$ cat src/rtl/ind_bus_master_pkg.sv
// ind_bus_master_pkg: shared FSM encoding, command layout and bus widths
package ind_bus_master_pkg;
  localparam int ADDR_W = 4;
  localparam int DATA_W = 8;
  localparam int CMD_W  = 1 + ADDR_W + DATA_W;
  typedef enum logic [1:0] {IDLE, SETUP, STROBE, HOLD} state_t;
  typedef struct packed {
    logic              wr;
    logic [ADDR_W-1:0] addr;
    logic [DATA_W-1:0] wdata;
  } cmd_t;
endpackage

$ cat src/rtl/ind_bus_master_cmd_fifo.sv
// cmd_fifo: power-of-two command queue with full/empty flags and occupancy count
module cmd_fifo #(
  parameter int WIDTH = 13,
  parameter int DEPTH = 4
) (
  input  logic                   clk,
  input  logic                   rst,
  input  logic                   push,
  input  logic [WIDTH-1:0]       din,
  input  logic                   pop,
  output logic [WIDTH-1:0]       dout,
  output logic                   full,
  output logic                   empty,
  output logic [$clog2(DEPTH):0] count
);
  localparam int AW = $clog2(DEPTH);
  logic [WIDTH-1:0] mem [DEPTH];
  logic [AW-1:0]    wp, rp;
  assign dout  = mem[rp];
  assign full  = count == (AW+1)'(DEPTH);
  assign empty = count == '0;
  // pointers wrap naturally because the depth is a power of two
  always_ff @(posedge clk or negedge rst) begin
    if (!rst) begin
      wp    <= '0;
      rp    <= '0;
      count <= '0;
    end else begin
      if (push) wp <= wp + 1'b1;
      if (pop) rp <= rp + 1'b1;
      count <= count + {{AW{1'b0}}, push} - {{AW{1'b0}}, pop};
    end
  end
  // storage needs no reset: only entries below count are ever read
  always_ff @(posedge clk) begin
    if (push) mem[wp] <= din;
  end
endmodule

$ cat src/rtl/ind_bus_master.sv
// ind_bus_master: queues commands and plays them out as SETUP/STROBE/HOLD bus cycles
module ind_bus_master
  import ind_bus_master_pkg::*;
#(
  parameter int STROBE_CYCLES = 2,
  parameter int FIFO_DEPTH    = 4
) (
  input  logic              clk,
  input  logic              rst,
  input  logic              cmd_valid,
  output logic              cmd_ready,
  input  logic              cmd_wr,
  input  logic [ADDR_W-1:0] cmd_addr,
  input  logic [DATA_W-1:0] cmd_wdata,
  output logic [ADDR_W-1:0] addr,
  output logic              cs,
  output logic              wr,
  output logic              rd,
  output logic [DATA_W-1:0] wdata,
  input  logic [DATA_W-1:0] rdata_in,
  output logic              rsp_valid,
  output logic [DATA_W-1:0] rsp_data,
  output logic              busy
);
  localparam int CW = $clog2(FIFO_DEPTH) + 1;
  state_t          state, next;
  logic [3:0]      cnt;
  logic            dir, pop, full, empty, last;
  logic [CW-1:0]   count;
  cmd_t            head;
  cmd_fifo #(.WIDTH(CMD_W), .DEPTH(FIFO_DEPTH)) u_fifo (
    .clk   (clk),
    .rst   (rst),
    .push  (cmd_valid && !full),
    .din   ({cmd_wr, cmd_addr, cmd_wdata}),
    .pop   (pop),
    .dout  (head),
    .full  (full),
    .empty (empty),
    .count (count)
  );
  assign cmd_ready = !full;
  assign busy      = count != '0 || state != IDLE;
  assign last      = state == STROBE && cnt == 4'd0;
  // next state; a new command is popped whenever the bus is free (IDLE or HOLD)
  always_comb begin
    pop  = (state == IDLE || state == HOLD) && !empty;
    next = pop ? SETUP : state == SETUP ? STROBE : state == STROBE ? (last ? HOLD : STROBE) : IDLE;
  end
  // state register
  always_ff @(posedge clk or negedge rst) begin
    if (!rst) state <= IDLE;
    else state <= next;
  end
  // registered bus outputs, strobe counter and read-data capture
  always_ff @(posedge clk or negedge rst) begin
    if (!rst) begin
      cnt       <= '0;
      dir       <= 1'b0;
      addr      <= '0;
      wdata     <= '0;
      cs        <= 1'b0;
      wr        <= 1'b0;
      rd        <= 1'b0;
      rsp_valid <= 1'b0;
      rsp_data  <= '0;
    end else begin
      cnt <= state == SETUP ? 4'(STROBE_CYCLES - 1) : state == STROBE ? cnt - 4'd1 : cnt;
      if (pop) begin
        dir   <= head.wr;
        addr  <= head.addr;
        wdata <= head.wdata;
      end
      cs        <= next == STROBE;
      wr        <= next == STROBE && dir;
      rd        <= next == STROBE && !dir;
      rsp_valid <= last && !dir;
      if (last && !dir) rsp_data <= rdata_in;
    end
  end
endmodule
$ cat config.mk
export PLATFORM = sky130hd
export DESIGN_NAME = ind_bus_master
export DESIGN_NICKNAME = d
export VERILOG_FILES = /design/src/rtl/ind_bus_master_pkg.sv /design/src/rtl/ind_bus_master_cmd_fifo.sv /design/src/rtl/ind_bus_master.sv
export SDC_FILE = /design/constraint.sdc
export NUM_CORES = 1
export LEC_CHECK = 0
export CORE_ASPECT_RATIO = 1.1
export CORE_MARGIN = 2
export CORE_UTILIZATION = 30
export DETAILED_ROUTE_END_ITERATION = 16
export GPL_ROUTABILITY_DRIVEN = 0
export PLACE_DENSITY = 0.6
export SYNTH_ARGS = -nofsm -noshare
export SYNTH_HDL_FRONTEND = slang
export SYNTH_SLANG_ARGS = --single-unit
export TNS_END_PERCENT = 10
$ cat constraint.sdc
create_clock -name clk -period 2.25 [get_ports clk]
set_input_delay 0.225 -clock clk [delete_from_list [all_inputs] [get_ports clk]]
set_output_delay 0.225 -clock clk [all_outputs]
set_load 0.05 [all_outputs]
==> results list <==
- The run finished with clean final reports.
- The mapped netlist covers 0.00357 sq mm.
* Die outline area: 0.0128 sq mm
* Post-CTS Hold Buffers: 0
- DRC Markers: 0
* Synthesis-to-finish area growth: 29.0%
- 50 I/O pins were placed.
- Starting density of the core: 30.9%
- Stage delay of the slowest cell on the critical path: 0.43 ns
* Overall global routing resource usage: 10.3%
- Cell breakdown of the critical path: or3b_4 > and2_4 > inv_1 > ha_1 > inv_1 > ha_1 > fa_2 > xnor2_2 > xnor2_1
- Once detail routing completed, the nets flagged for antenna violations numbered 0.
- During placement, the flow inserted port buffers numbering 49.
- Cells fill 39.9% of the core in the end.
* Clock period minus final worst setup slack: 2.17 ns
* Width of the die: 108 microns
* Share of flip-flops with an asynchronous set or reset: 42.2%
* Total count of hold-check failures in the final report: 0
- Dividing the detail-routed via count by the number of cells gives 4.40.
* Clock Tree Root: sky130_fd_sc_hd__clkbuf_16
- Worst-case setup margin in the final layout: 0.0768 ns
* Portion of the post-synthesis area used by sequential elements: 70.4%
- Diodes inserted: 0
- In this run, synthesis inferred 52 flip-flops with an integrated enable.
- Setup violations remaining at the end of the flow were counted as 0.
- Class of the most critical hold timing path: in -> async
- For the worst setup path, the data required time is 2.46 ns.
- The average instance in the mapped netlist occupies 19.0 sq um.
* Router iterations before antenna repair: 6
* Pin count of the biggest net entering global routing: 39
* H-tree levels: 3
- The number of global-route vias before repair came to 1936.
- Post-Syn Nets: 223
- WS Path Type: reg -> reg
- The floorplan step set the die height to 118 microns.
- Number of max-slew violations in the final report: 0
- After detailed routing, the average wire length per cell comes to 14.8 microns.
- Highest Clock Rate: 460 MHz
- Total via count in the routed design: 1795
- Sum of negative setup slack: 0 ns
- The detailed router finished its first iteration with 88 violations.
- Clock latency on the worst-skew pair: 0.33 ns
* Period utilisation layout: 96.6%
- Setup repair after global routing missed its margin: true
* Pwr per Cell Area: 1620 mW/mm^2
- The cell count after synthesis came out at 188.
* Number of setup buffers added after CTS: 0
- The number of antenna violations at the first check in global routing was 0.
- TritonCTS clock tree: yes
* Cell taking the most area after synthesis: sky130_fd_sc_hd__edfxtp_1
- The first global-routing pass estimated 10.0 mm of wire.
* Deepest clock path buffer count: 2
- Post-layout net count: 288
* Arrival time of data at the critical path endpoint: 2.38 ns
- Fraction of layout instances using a drive strength above 1: 24.4%
* Total gr overflow: 0
- HPWL after DPL: 4.05 mm
- The most used flip-flop cell after synthesis is sky130_fd_sc_hd__edfxtp_1.
- The synthesized design contains 90 register bits.
- IR analysis of the VDD net gives a maximum drop of 0.631 mV.
* Floorplan row count: 41
* Most used cells in the layout excluding fill and tap cells: sky130_fd_sc_hd__edfxtp_1 (52), sky130_fd_sc_hd__clkdlybuf4s50_1 (47), sky130_fd_sc_hd__dfrtp_1 (38)
* Syn. warnings: 0
- The tree built by TritonCTS fans out to 90 sinks.
- At the pin with the least slew margin, the transition time is 0.864 ns.
* Worst slew slack as a fraction of its limit: 42.4%
- Post-CTS repair changed the size of 0 cells.
- The library cell used most frequently in the layout, excluding fill and tap cells, is sky130_fd_sc_hd__edfxtp_1.
- For the final database, setup skew stands at 0.00916 ns.
- Worst setup slack before clock tree synthesis: 0.0542 ns
- Clock-pin slew was measured on the worst setup and hold paths at 0.06 ns.
- Clock tree synthesis inserted a total of 9 buffers.
- Synth top area cells: sky130_fd_sc_hd__edfxtp_1 (44%), sky130_fd_sc_hd__dfrtp_1 (27%), sky130_fd_sc_hd__mux4_2 (5.0%), sky130_fd_sc_hd__mux2_2 (4.1%), sky130_fd_sc_hd__mux2_4 (3.8%)
- The netlist uses 32 different library cells.
- The floorplan step defined a core boundary enclosing 0.0115 sq mm.
* Category of the worst setup path launch point: flop
- P_leak: 1.80 nW
- On the critical path, the stage with the largest delay is an instance of sky130_fd_sc_hd__or3b_4.
- Total length of routed wires: 6.05 mm
- The share of synthesized area in the top cell type comes to 43.8%.
* Max capacitance violation total: 0
- Setup crit end kind: flop
- In this run the worst path has a maximum fanout of 6.
==> final timing paths <==
path                                       from              end  slack, ns  depth (start not counted)
worst min register to register           cnt[0]           cnt[0]       0.50                          1
worst max-delay path            u_fifo.count[2]  u_fifo.count[2]       0.08                          9
max in group asynchronous                   rst  u_fifo.count[2]       1.69                          1
min in group clk                         cnt[0]           cnt[0]       0.50                          1
worst min-delay path                        rst      rsp_data[5]       0.01                          1
worst max register to register  u_fifo.count[2]  u_fifo.count[2]       0.08                          9
==> synthesized netlist by cell type, types with 2 or more instances <==
cell type	n
sky130_fd_sc_hd__mux2_2	13
sky130_fd_sc_hd__nor2_1	4
sky130_fd_sc_hd__mux4_1	5
sky130_fd_sc_hd__nor2_2	2
sky130_fd_sc_hd__inv_1	12
sky130_fd_sc_hd__xor2_1	2
sky130_fd_sc_hd__and3_1	4
sky130_fd_sc_hd__nand2_1	4
sky130_fd_sc_hd__o21ai_0	4
sky130_fd_sc_hd__mux2_4	9
sky130_fd_sc_hd__ha_1	10
sky130_fd_sc_hd__mux4_2	8
sky130_fd_sc_hd__dfrtp_1	38
sky130_fd_sc_hd__edfxtp_1	52
sky130_fd_sc_hd__nor2b_1	2
sky130_fd_sc_hd__xnor2_1	3
==> logic make-up after synthesis <==
family	after synthesis	synth area share (%)
buffers and inverters	17	2.59
and+or+nand+nor	23	3.96
muxes	35	16.6
AOI/OAI and AO/OA	7	1.12
xor gates and xnor gates	5	1.23
DFF	90	70.4
adders and majority gates	11	4.07
==> final cells by class <==
cell class / instances / area [sq um]
fillers: 1058 / 6940
flip-flops and latches: 90 / 2510
multi-input cells: 81 / 978
repair buffers: 59 / 563
clock buffers: 9 / 225
well taps: 150 / 188
clock inverters: 7 / 91.3
inverters: 12 / 45.0
==> where the power goes <==
group	switching [mW]	internal (mW)	total (mW)
Combinational	1.78	1.51	3.29
Sequential	0.267	2.32	2.59
Clock	0.588	0.970	1.56
Total	2.64	4.80	7.44
==> worst max-delay path, delay by kind of cell, from the launching register on <==
kind          cells  cell delay [ns]
flops             1             0.42
xor+xnor          2             0.27
fa+ha+maj         3             0.66
buf+inv           2             0.09
simple gates      2             0.62
==> per-layer routing <==
| metal | up-vias | wire, microns | global-route usage (%) |
|---|---|---|---|
| li1 | 839 | - | - |
| met1 | 899 | 2630 | 13.0 |
| met2 | 55 | 3080 | 17.3 |
| met3 | 2 | 322 | 3.14 |
| met4 | 0 | 25 | 2.64 |
| met5 | - | 0 | 0 |
==> flip-flops by register name, indices dropped and copies added (netlist names) <==
signal        cells
addr              4
cnt               4
cs                1
dir               1
rd                1
rsp_data          8
rsp_valid         1
state             2
u_fifo.count      3
u_fifo.mem       52
u_fifo.rp         2
u_fifo.wp         2
wdata             8
wr                1
==> stage by stage <==
step	instances	cell area [sq um]	total power, mW	hold WS, ns
CTS	408	4590	7.53	0.0528
detailed placement	392	4280	5.96	0.402
floorplan	188	3590	5.04	-0.0706
finish	408	4600	7.44	0.0144
global route	408	4600	7.91	0.0927
global placement	392	4280	5.87	0.391
Note: power is estimated with default switching activity, not from simulation.
